$ cat config.mk
export PLATFORM = sky130hd
export DESIGN_NAME = nn_seq_ctrl
export DESIGN_NICKNAME = d
export VERILOG_FILES = /design/src/rtl/nn_seq_ctrl.sv
export SDC_FILE = /design/constraint.sdc
export NUM_CORES = 1
export LEC_CHECK = 0
export ABC_CLOCK_PERIOD_IN_PS = 2200
export CORE_ASPECT_RATIO = 1.75
export CORE_UTILIZATION = 30
export DETAILED_ROUTE_END_ITERATION = 16
export DONT_BUFFER_PORTS = 1
export GPL_ROUTABILITY_DRIVEN = 0
export SYNTH_ARGS = -nofsm -noshare
export SYNTH_HDL_FRONTEND = slang
export SYNTH_SLANG_ARGS = --single-unit
$ cat constraint.sdc
create_clock -name clk -period 2.2 [get_ports clk]
set_clock_uncertainty 0.1 [all_clocks]
set_input_delay 0.22 -clock clk [delete_from_list [all_inputs] [get_ports clk]]
set_output_delay 0.22 -clock clk [all_outputs]
set_load 0.01 [all_outputs]
$ cat src/rtl/nn_seq_ctrl.sv
// rtl/nn_seq_ctrl.sv - tile/layer sequencer for the NN load and layer engines
//
// Purpose: walks NUM_TILES weight/input loads per layer, then one layering
// pass, for NUM_LAYERS layers per accepted start. Every wait on an engine
// busy handshake is bounded by TIMEOUT cycles; an expired wait parks the
// sequencer in ERROR until the next start.
//
// Ports:
//   clk, rst                  clock, asynchronous active-high reset
//   start, abort              kick off a run / drop back to idle
//   valid_ctrl_busy           busy handshake of the load/valid pipeline
//   layer_ctrl_busy           busy handshake of the layer engine
//   next_tile_ready           load side can accept the next tile
//   start_weights, start_input, start_valid_pipeline
//                             one-cycle load pulses, issued together
//   start_layering            one-cycle layer pulse
//   next_tile                 one-cycle advance-tile pulse
//   done                      one-cycle end-of-run pulse
//   busy                      sequencer not idle
//   error                     sticky timeout flag
//   mode                      0 idle, 1 load, 2 layer, 3 error
//   tile_idx, layer_idx       current tile and layer

module nn_seq_ctrl #(
  parameter int N          = 8,
  parameter int TILE       = 4,
  parameter int NUM_LAYERS = 2,
  parameter int TIMEOUT    = 1024,
  localparam int NUM_TILES = N / TILE,
  localparam int TW        = (NUM_TILES > 1) ? $clog2(NUM_TILES) : 1,
  localparam int LW        = (NUM_LAYERS > 1) ? $clog2(NUM_LAYERS) : 1,
  localparam int CW        = (TIMEOUT > 1) ? $clog2(TIMEOUT) : 1
) (
  input  logic          clk,
  input  logic          rst,
  input  logic          start,
  input  logic          abort,
  input  logic          valid_ctrl_busy,
  input  logic          layer_ctrl_busy,
  input  logic          next_tile_ready,
  output logic          start_weights,
  output logic          start_input,
  output logic          start_valid_pipeline,
  output logic          start_layering,
  output logic          next_tile,
  output logic          done,
  output logic          busy,
  output logic          error,
  output logic [2:0]    mode,
  output logic [TW-1:0] tile_idx,
  output logic [LW-1:0] layer_idx
);

  typedef enum logic [3:0] {
    IDLE,
    ISSUE_LOAD,
    WAIT_LOAD_ON,
    WAIT_LOAD_OFF,
    NEXT_LOAD_TILE,
    ISSUE_LAYER,
    WAIT_LAY_ON,
    WAIT_LAY_OFF,
    NEXT_LAYER,
    DONE,
    ERROR
  } state_t;

  state_t        state_q, state_d;
  logic [TW-1:0] tile_q, tile_d;
  logic [LW-1:0] layer_q, layer_d;
  logic [CW-1:0] cnt_q, cnt_d;
  logic          load_q, load_d;
  logic          lay_q, lay_d;
  logic          next_q, next_d;
  logic          done_q, done_d;
  logic          busy_q, busy_d;
  logic          error_q, error_d;
  logic [2:0]    mode_q, mode_d;
  logic          timed_out;
  logic          in_wait;

  assign timed_out = (cnt_q == CW'(TIMEOUT - 1));
  assign in_wait   = (state_q inside {WAIT_LOAD_ON, WAIT_LOAD_OFF, WAIT_LAY_ON, WAIT_LAY_OFF});

  always_comb begin
    state_d = state_q;
    tile_d  = tile_q;
    layer_d = layer_q;
    cnt_d   = '0;

    unique case (state_q)
      IDLE: begin
        if (start && !valid_ctrl_busy && !layer_ctrl_busy) begin
          state_d = ISSUE_LOAD;
          tile_d  = '0;
          layer_d = '0;
        end
      end
      ISSUE_LOAD: state_d = WAIT_LOAD_ON;
      WAIT_LOAD_ON: begin
        if (valid_ctrl_busy)  state_d = WAIT_LOAD_OFF;
        else if (timed_out)   state_d = ERROR;
      end
      WAIT_LOAD_OFF: begin
        if (!valid_ctrl_busy && next_tile_ready) begin
          state_d = (tile_q == TW'(NUM_TILES - 1)) ? ISSUE_LAYER : NEXT_LOAD_TILE;
        end else if (timed_out) begin
          state_d = ERROR;
        end
      end
      NEXT_LOAD_TILE: begin
        tile_d  = tile_q + TW'(1);
        state_d = ISSUE_LOAD;
      end
      ISSUE_LAYER: state_d = WAIT_LAY_ON;
      WAIT_LAY_ON: begin
        if (layer_ctrl_busy)  state_d = WAIT_LAY_OFF;
        else if (timed_out)   state_d = ERROR;
      end
      WAIT_LAY_OFF: begin
        if (!layer_ctrl_busy) state_d = NEXT_LAYER;
        else if (timed_out)   state_d = ERROR;
      end
      NEXT_LAYER: begin
        if (layer_q == LW'(NUM_LAYERS - 1)) begin
          state_d = DONE;
        end else begin
          layer_d = layer_q + LW'(1);
          tile_d  = '0;
          state_d = ISSUE_LOAD;
        end
      end
      DONE:  state_d = IDLE;
      ERROR: if (start) state_d = IDLE;
      default: state_d = IDLE;
    endcase

    // Abort overrides every transition above, including a timeout.
    if (abort && (state_q != IDLE) && (state_q != ERROR)) begin
      state_d = IDLE;
      tile_d  = '0;
      layer_d = '0;
    end

    // Counter only runs while parked in the same wait state.
    if (in_wait && (state_d == state_q)) cnt_d = cnt_q + CW'(1);

    // Outputs are decoded from the next state so they are registered yet
    // line up with the cycle the sequencer sits in that state.
    load_d  = (state_d == ISSUE_LOAD);
    lay_d   = (state_d == ISSUE_LAYER);
    next_d  = (state_d == NEXT_LOAD_TILE);
    done_d  = (state_d == DONE);
    busy_d  = (state_d != IDLE);
    error_d = (state_d == ERROR);
    mode_d  = 3'd0;
    unique case (state_d)
      ISSUE_LOAD, WAIT_LOAD_ON, WAIT_LOAD_OFF, NEXT_LOAD_TILE: mode_d = 3'd1;
      ISSUE_LAYER, WAIT_LAY_ON, WAIT_LAY_OFF, NEXT_LAYER, DONE: mode_d = 3'd2;
      ERROR:   mode_d = 3'd3;
      default: mode_d = 3'd0;
    endcase
  end

  always_ff @(posedge clk or posedge rst) begin
    if (rst) begin
      state_q <= IDLE;
      tile_q  <= '0;
      layer_q <= '0;
      cnt_q   <= '0;
      load_q  <= 1'b0;
      lay_q   <= 1'b0;
      next_q  <= 1'b0;
      done_q  <= 1'b0;
      busy_q  <= 1'b0;
      error_q <= 1'b0;
      mode_q  <= 3'd0;
    end else begin
      state_q <= state_d;
      tile_q  <= tile_d;
      layer_q <= layer_d;
      cnt_q   <= cnt_d;
      load_q  <= load_d;
      lay_q   <= lay_d;
      next_q  <= next_d;
      done_q  <= done_d;
      busy_q  <= busy_d;
      error_q <= error_d;
      mode_q  <= mode_d;
    end
  end

  assign start_weights        = load_q;
  assign start_input          = load_q;
  assign start_valid_pipeline = load_q;
  assign start_layering       = lay_q;
  assign next_tile            = next_q;
  assign done                 = done_q;
  assign busy                 = busy_q;
  assign error                = error_q;
  assign mode                 = mode_q;
  assign tile_idx             = tile_q;
  assign layer_idx            = layer_q;

endmodule

==> flow_summary.toml, run 1 <==
[status]
outcome = "finished, final reports clean"

[grt]
antenna_found_initial = 0
grt_pass1_wl_microns = 5340
grt_overflow = 0
grt_max_degree = 25
grtUsageTotal = 0.148
grt_pass1_vias = 1159

[final_layout]
drive_gt1_frac = 0.253
stdcell_count = 205
num_antenna_cells = 0
syn_to_final_growth_pct = 18.7
fin_area_sq_um = 1630
fin_nets = 164
fillers = 448

[synth]
yosys-top-cells-count = "24 x dfrtp_1, 18 x nor2_1, 9 x inv_1, 9 x nand3_1, 6 x xor2_1"
synth_edf_count = 0
avgSynthCellArea_sq_um = 9.73
ys_types = 52
synth_top_area_share = 0.438
async_flop_share = 1.00
synth_area_sq_um = 1370
synthTopCellsByArea = "dfrtp_1 44%, nor2_1 4.9%, xor2_1 3.8%, nand3_1 3.3%, inv_1 2.5%"
syn_nets = 150
ys_seq_area_frac = 0.438
syn_inst = 141
yosysWarnings = 0
ys_ff_latch = 24
yosys.area.top_type = "dfrtp_1"
yosysMostFrequentCell = "dfrtp_1"
dominantRegCellSynth = "dfrtp_1"

[cts]
root_buffer = "clkbuf_8"
htreeDepth = 1
cts_tree = "yes"
cts.sinks = 24
clock_latency_ps = 260
clock_tree.buffer_depth = 2
numCtsBuffers = 3
clk_pin_slew_ps = 90

[setup_path]
worst-path-buf-inv = 1
cp_data_required_time_ps = 2290
cp_slowest_cell = "a2111o_1"
worstSetupPathType = "flop to flop"
max_stage_delay_ps = 510
critPathMaxFanout = 8
crit_chain = "buf_6, or3b_4, a32oi_2, o22ai_2, a2111o_1, nor2_1"
end_kind = "flop"
start_kind = "flop"
critical-path-top-delay-family = "compound AO/OA/AOI/OAI gates"
crit_arrival_ps = 2250

[timing]
hold_viol = 0
fin_crit_sh = 0.983
worst_slew_pin_slew_ps = 886
fmax_ghz = 0.462
slew_headroom = 0.409
rsz0062_at_grt = "yes"
fin_tns_setup_ps = 0
setup_viol = 0
fin_crit_ps = 2160
maxSlewViolCount = 0

[worst_hold_path]
hp-class = "primary input to flop"

[pwr]
p_leak_nw = 0.694
fin_total_pwr_mw = 1.56
p_per_area_nw_per_um2 = 960
ir_worst_vdd_v = 0.000511

[floorplanning]
die_y_microns = 91.4
core_sq_um = 4400
ioPinCount = 20
die_x_microns = 53.1
start_util = 0.311
row_count = 32
die-area_sq_um = 4860

[routing]
drtIter0Drc = 43
finalWirelength_microns = 3320
viasPerCell = 5.58
drtAntennaViolNets = 0
drc_errors = 0
wire_per_inst_microns = 16.2
firstDrtPassIters = 4
vias = 1143

[place]
placed_area_sq_um = 1480
dp_cells = 198
port_buffers = 0
hpwl_microns = 2490

[flow_run]
maxCapViolations = 0
-- kinds of logic (layout without fill, tap and decap cells) --
| logic type | count (synthesis) | count (layout) | synth area share |
|---|---|---|---|
| XOR/XNOR | 9 | 9 | 0.0575 |
| adder cells (fa/ha/maj) | 2 | 2 | 0.0182 |
| buffers and inverters | 17 | 29 | 0.0657 |
| other | 1 | 1 | 0.00273 |
| multiplexers | 2 | 2 | 0.0155 |
| AO/OA/AOI/OAI | 25 | 26 | 0.158 |
| flip-flops | 24 | 24 | 0.438 |
| AND/OR/NAND/NOR | 61 | 61 | 0.245 |
-- flip-flops by register name, indices dropped and copies added, names as in the netlist --
register and count:
tile_idx 1, state_q 4, done 1, mode 2, start_layering 1, busy 1
start_input 1, next_tile 1, error 1, layer_idx 1, cnt_q 10
-- per-stage QoR --
stage / hold WS (ps) / util / setup WS (ps)
after global placement: 234 / 0.337 / -22.2
after CTS: 100 / 0.359 / 10.6
after detailed placement: 257 / 0.337 / -51.2
after global routing: 98.2 / 0.370 / -53.8
final: 101 / 0.370 / 37.0
after floorplan: 135 / - / 126
-- cell usage in the layout, fill, tap and decap left out, types with 3 or more instances in the layout --
master,count
dfrtp_1,21
nor2_1,17
buf_4,14
inv_1,9
nand3_1,9
xor2_1,6
nand2_1,5
nor3_1,3
xnor2_1,3
and3_1,3
clkbuf_8,3
dfrtp_2,3
-- layout make-up --
| class | instances | area, sq um | area share |
|---|---|---|---|
| Sequential cell | 24 | 604 | 0.371 |
| Multi-Input combinational cell | 101 | 728 | 0.447 |
| Timing Repair Buffer | 16 | 126 | 0.0776 |
| Tap cell | 51 | 63.8 | 0.0392 |
| Clock inverter | 1 | 30.0 | 0.0184 |
| Clock buffer | 3 | 41.3 | 0.0254 |
| Inverter | 9 | 33.8 | 0.0208 |
-- report_power, final --
group	leakage, nW	switching (mW)	internal, mW	total [mW]
clock	0.0357	0.141	0.243	0.384
sequential	0.323	0.0771	0.499	0.576
combinational	0.336	0.328	0.274	0.602
-- layer usage --
metal | vias to the layer above | wire length, microns | share of wire | GRT usage
li1 | 534 | - | - | -
met1 | 562 | 1250 | 0.38 | 0.162
met2 | 31 | 1840 | 0.55 | 0.253
met3 | 16 | 78 | 0.023 | 0.0218
met4 | 0 | 150 | 0.045 | 0.0899
met5 | - | 0 | 0 | 0
-- what timing repair did --
| action | CTS | global route |
|---|---|---|
| cloned | 1 | 0 |
| hold buffers | 1 | 0 |
| endpoints found under the hold margin | 24 | 0 |
| pin swaps | 1 | 2 |
| setup endpoints to repair | 11 | 11 |
| buffers inserted | 0 | 1 |
| gates resized for setup | 2 | 11 |
-- final timing paths --
check | start | end | slack (ps) | cells past startpoint
max in group asynchronous | rst | state_q[2] | 910 | 2
worst max register to register | state_q[2] | cnt_q[3] | 40 | 6
worst max-delay path | state_q[2] | cnt_q[3] | 40 | 6
worst min register to register | cnt_q[0] | cnt_q[0] | 440 | 2
min in group asynchronous | rst | start_layering | 480 | 2
worst min-delay path | abort | done | 100 | 2
No activity file was read; power rests on OpenSTA's default activity.
==> run 2: changes to the inputs <==
--- a/config.mk
+++ b/config.mk
@@ -5,7 +5,6 @@
 export SDC_FILE = /design/constraint.sdc
 export NUM_CORES = 1
 export LEC_CHECK = 0
-export ABC_CLOCK_PERIOD_IN_PS = 2200
 export CORE_ASPECT_RATIO = 1.75
 export CORE_UTILIZATION = 30
 export DETAILED_ROUTE_END_ITERATION = 16
==> constraint.sdc (replaced) <==
create_clock -name clk -period 2.2 [get_ports clk]
set_clock_uncertainty 0.1 [all_clocks]
set_input_delay 0.44 -clock clk [delete_from_list [all_inputs] [get_ports clk]]
set_output_delay 0.44 -clock clk [all_outputs]
set_load 0.01 [all_outputs]
==> run 2 against run 1 <==
Net effect: count of clock-buffer cells in the layout unchanged; critical path depth unchanged; maximum frequency down 0.43%; total power up 1.2%; worst hold slack better by 210 ps; sequential cell count unchanged; sequential share of layout area down 0.32 points; clock power about the same; routed wire length up 3.0%.
==> flow_summary.toml, run 2 (synthesized netlist as in run 1, its figures left out) <==
[status]
outcome = "finished, final reports clean"

[cts]
clock_tree.buffer_depth = 2
numCtsBuffers = 3
htreeDepth = 1
clock_latency_ps = 260
cts_tree = "yes"
root_buffer = "clkbuf_8"
cts.sinks = 24
clk_pin_slew_ps = 80

[place]
hpwl_microns = 2540
place_ws_ps = -18.4
dp_cells = 199
port_buffers = 0
placed_area_sq_um = 1490

[routing]
drtAntennaViolNets = 0
drtIter0Drc = 13
finalWirelength_microns = 3420
firstDrtPassIters = 4
drc_errors = 0
vias = 1143
viasPerCell = 5.47
wire_per_inst_microns = 16.4

[timing]
hold_viol = 0
whs_ps = 312
setup_viol = 0
fin_tns_setup_ps = 0
fin_crit_ps = 2170
fin_ws_ps = 27.8
fin_crit_sh = 0.987
fmax_ghz = 0.460
maxSlewViolCount = 0
rsz0062_at_grt = "yes"

[final_layout]
final_cell_mix = "20 x dfrtp_1, 19 x buf_4, 17 x nor2_1, 9 x inv_1, 9 x nand3_1"
largest_register_ffs = 10
fillers = 464
num_antenna_cells = 0
fin_nets = 168
top_register = "cnt_q"
multi_input_area_sq_um = 718
fin_area_sq_um = 1650
seqCellArea_sq_um = 606
mostFrequentLayoutCell = "dfrtp_1"
drive_gt1_frac = 0.247
stdcell_count = 209
syn_to_final_growth_pct = 20.0

[floorplanning]
row_count = 32
start_util = 0.311
die_y_microns = 91.4
core_sq_um = 4400
die-area_sq_um = 4860
die_x_microns = 53.1
ioPinCount = 20

[setup_path]
crit_chain = "and3b_1, and3_1, o311ai_4, inv_1, ha_1, mux2_2"
crit_arrival_ps = 2230
critical-path-top-delay-family = "flip-flops"
worstSetupPathType = "flop to flop"
end_kind = "flop"
cp_data_required_time_ps = 2260
max_stage_delay_ps = 480
critPathMaxFanout = 9
start_kind = "flop"
worst-path-buf-inv = 1
cp_slowest_cell = "dfrtp_2"

[worst_hold_path]
hp-class = "primary input to flop"

[pwr]
p_leak_nw = 0.709
ir_worst_vdd_v = 0.000446
p_per_area_nw_per_um2 = 961

[grt]
grt_pass1_vias = 1168
grt_overflow = 0
grtUsageTotal = 0.155
antenna_found_initial = 0
grt_max_degree = 23
grt_pass1_wl_microns = 5530

[flow_run]
maxCapViolations = 0
[run 2: layer usage]
metal  vias up  track usage  routed length [microns]
met4         0       0.0789                      118
met1       573        0.165                     1260
met2        24        0.277                     1950
met5         -            0                        0
li1        538            -                        -
met3         8       0.0218                       88
[run 2: per-stage QoR]
| stage | power (mW) | utilization |
|---|---|---|
| finish | 1.58 | 0.374 |
| global route | 1.67 | 0.374 |
| CTS | 1.55 | 0.366 |
| detailed placement | 1.12 | 0.339 |
| global placement | 1.11 | 0.339 |
| floorplan | 0.967 | - |
[run 2: where the power goes]
group | internal [mW] | switching [mW]
combinational | 0.285 | 0.334
clock | 0.243 | 0.140
sequential | 0.499 | 0.0798
total | 1.03 | 0.554
[run 2: worst reg2reg max path, delay by kind of cell (launching register included)]
| kind | cells | cell delay [ps] |
|---|---|---|
| flip-flops | 1 | 480 |
| AND/OR/NAND/NOR | 2 | 450 |
| AO/OA/AOI/OAI | 1 | 360 |
| adder cells (fa/ha/maj) | 1 | 300 |
| multiplexers | 1 | 250 |
| buffers and inverters | 1 | 130 |
[run 2: final cells by class]
| type | instances | share of cell area |
|---|---|---|
| Clock inverter | 1 | 0.0183 |
| Timing Repair Buffer | 20 | 0.0928 |
| Inverter | 9 | 0.0205 |
| Tap cell | 51 | 0.0388 |
| Multi-Input combinational cell | 101 | 0.437 |
| Clock buffer | 3 | 0.0251 |
| Sequential cell | 24 | 0.368 |
[run 2: worst paths after layout]
check,cells past startpoint,to,startpoint,slack [ps]
max in group asynchronous,3,state_q[1],rst,1130
setup reg to reg,6,mode[0],state_q[1],30
min in group asynchronous,2,cnt_q[0],rst,370
hold reg to reg,2,cnt_q[4],cnt_q[4],470
setup / recovery,6,mode[0],state_q[1],30
hold / removal,2,done,abort,310
[run 2: repair_timing]
item / 4_1_cts / 5_1_grt
hold endpoints to repair: 2 / 0
hold buffers: 1 / 0
setup buffers: 3 / 1
gates resized for setup: 3 / 7
endpoints found under the setup margin: 11 / 13
pin swaps: 2 / 6
gates cloned: 1 / 0
==> run 3: changes to the inputs <==
--- a/config.mk
+++ b/config.mk
@@ -10,6 +10,7 @@
 export DETAILED_ROUTE_END_ITERATION = 16
 export DONT_BUFFER_PORTS = 1
 export GPL_ROUTABILITY_DRIVEN = 0
+export PLACE_DENSITY_LB_ADDON = 0.2
 export SYNTH_ARGS = -nofsm -noshare
 export SYNTH_HDL_FRONTEND = slang
 export SYNTH_SLANG_ARGS = --single-unit
==> run 3 against run 2 <==
Net effect: die area is the same; sequential share of layout area fell by 1.3 points; routed wire length is 6.7% higher; clock power up 2%; via count rose by 3.4%; worst hold slack worse by 310 ps; sequential power about the same; the flow now finishes with violations (negative hold slack); setup slack better by 7.8 ps; register-to-register slack barely moved; utilization increased by 1.3 points.
==> flow_summary.toml, run 3 (synthesized netlist as in run 1, its figures left out) <==
[status]
outcome = "finished, violations left"
violations = "negative hold slack"

[place]
hpwl_microns = 2610
dp_cells = 205
port_buffers = 0

[cts]
cts.sinks = 24
numCtsBuffers = 3
htreeDepth = 1
clock_tree.buffer_depth = 2
clock_latency_ps = 270
clk_pin_slew_ps = 90
cts_tree = "yes"
hold_buffers = 0
root_buffer = "clkbuf_8"

[grt]
grtUsageTotal = 0.154
grt_pass1_wl_microns = 5530
grt_max_degree = 25
antenna_found_initial = 0
grt_pass1_vias = 1190
grt_overflow = 0

[floorplanning]
core_sq_um = 4400
row_count = 32
die-area_sq_um = 4860
die_x_microns = 53.1
ioPinCount = 20
start_util = 0.311
die_y_microns = 91.4

[routing]
drc_errors = 0
drtAntennaViolNets = 0
wire_per_inst_microns = 17.1
finalWirelength_microns = 3650
drtIter0Drc = 26
viasPerCell = 5.52
firstDrtPassIters = 4
vias = 1182

[final_layout]
num_antenna_cells = 0
fin_nets = 173
final_cell_mix = "25 x buf_4, 21 x dfrtp_1, 17 x nor2_1, 9 x inv_1, 9 x nand3_1"
syn_to_final_growth_pct = 24.2
final_util = 0.387
stdcell_count = 214
drive_gt1_frac = 0.294
mostFrequentLayoutCell = "buf_4"
largest_register_ffs = 10
top_register = "cnt_q"

[setup_path]
max_stage_delay_ps = 380
cp_slowest_cell = "dfrtp_1"
worstSetupPathType = "flop to flop"
critPathMaxFanout = 5
crit_chain = "ha_2, and4_4, buf_4, nand3_1, o22ai_4, o21ba_2, mux2_2"
crit_arrival_ps = 2230
cp_data_required_time_ps = 2260
end_kind = "flop"
reg2reg_depth = 7
path_depth = 7
worst-path-buf-inv = 1
start_kind = "flop"
critical-path-top-delay-family = "compound AO/OA/AOI/OAI gates"

[worst_hold_path]
hp-class = "primary input to asynchronous set/reset pin"

[flow_run]
maxCapViolations = 0

[timing]
fin_crit_sh = 0.984
whs_ps = -0.965
hold_viol = 2
setup_viol = 0
fmax_ghz = 0.462
maxSlewViolCount = 0
fin_crit_ps = 2160
fin_tns_setup_ps = 0

[pwr]
p_leak_nw = 0.736
p_per_area_nw_per_um2 = 950
fin_total_pwr_mw = 1.62
ir_worst_vdd_v = 0.000476
-- run 3: changes by cell type in the layout (fill, tap and decap cells not counted), sizes merged --
cell,delta
buf,+6
dlygate4sd3,-1
-- run 3: final cells by class --
cell class | instances | area, sq um
Clock buffer | 3 | 41.3
Tap cell | 51 | 63.8
Inverter | 9 | 33.8
Multi-Input combinational cell | 101 | 742
Clock inverter | 1 | 30.0
Sequential cell | 24 | 604
Timing Repair Buffer | 25 | 188
Fill cell | 451 | 2700
-- run 3: worst paths after layout --
kind	start	to	slack [ps]
max	cnt_q[0]	mode[0]	40
min	rst	error	-1
max reg2reg	cnt_q[0]	mode[0]	40
min reg2reg	cnt_q[0]	cnt_q[0]	380
max in group asynchronous	rst	state_q[2]	1720
min in group clk	abort	done	320
-- run 3: power by group --
group | total (mW) | switching [mW] | internal, mW
sequential | 0.582 | 0.0834 | 0.499
clock | 0.391 | 0.148 | 0.243
combinational | 0.644 | 0.353 | 0.292
total | 1.62 | 0.584 | 1.03
-- run 3: metal layers --
metal	share of wire	wire length [microns]	track usage
met1	0.36	1310	0.159
met2	0.56	2060	0.277
met3	0.030	108	0.0184
met4	0.048	177	0.0899
met5	0	0	0
-- run 3: through the flow --
| step | hold WS, ps | cell area (sq um) | setup WS (ps) |
|---|---|---|---|
| finish | -0.965 | 1700 | 35.6 |
| global route | 13.5 | 1700 | -29.4 |
| global placement | 291 | 1540 | -17.3 |
| floorplan | 350 | 1370 | 126 |
| CTS | 9.49 | 1610 | 8.71 |
| detailed placement | 310 | 1540 | -16.7 |
-- run 3: repair_timing --
item | 4_1_cts | 5_1_grt
pin swaps | 1 | 7
cloned | 0 | 1
endpoints found under the setup margin | 10 | 12
resized for setup | 2 | 11
setup buffers | 0 | 4
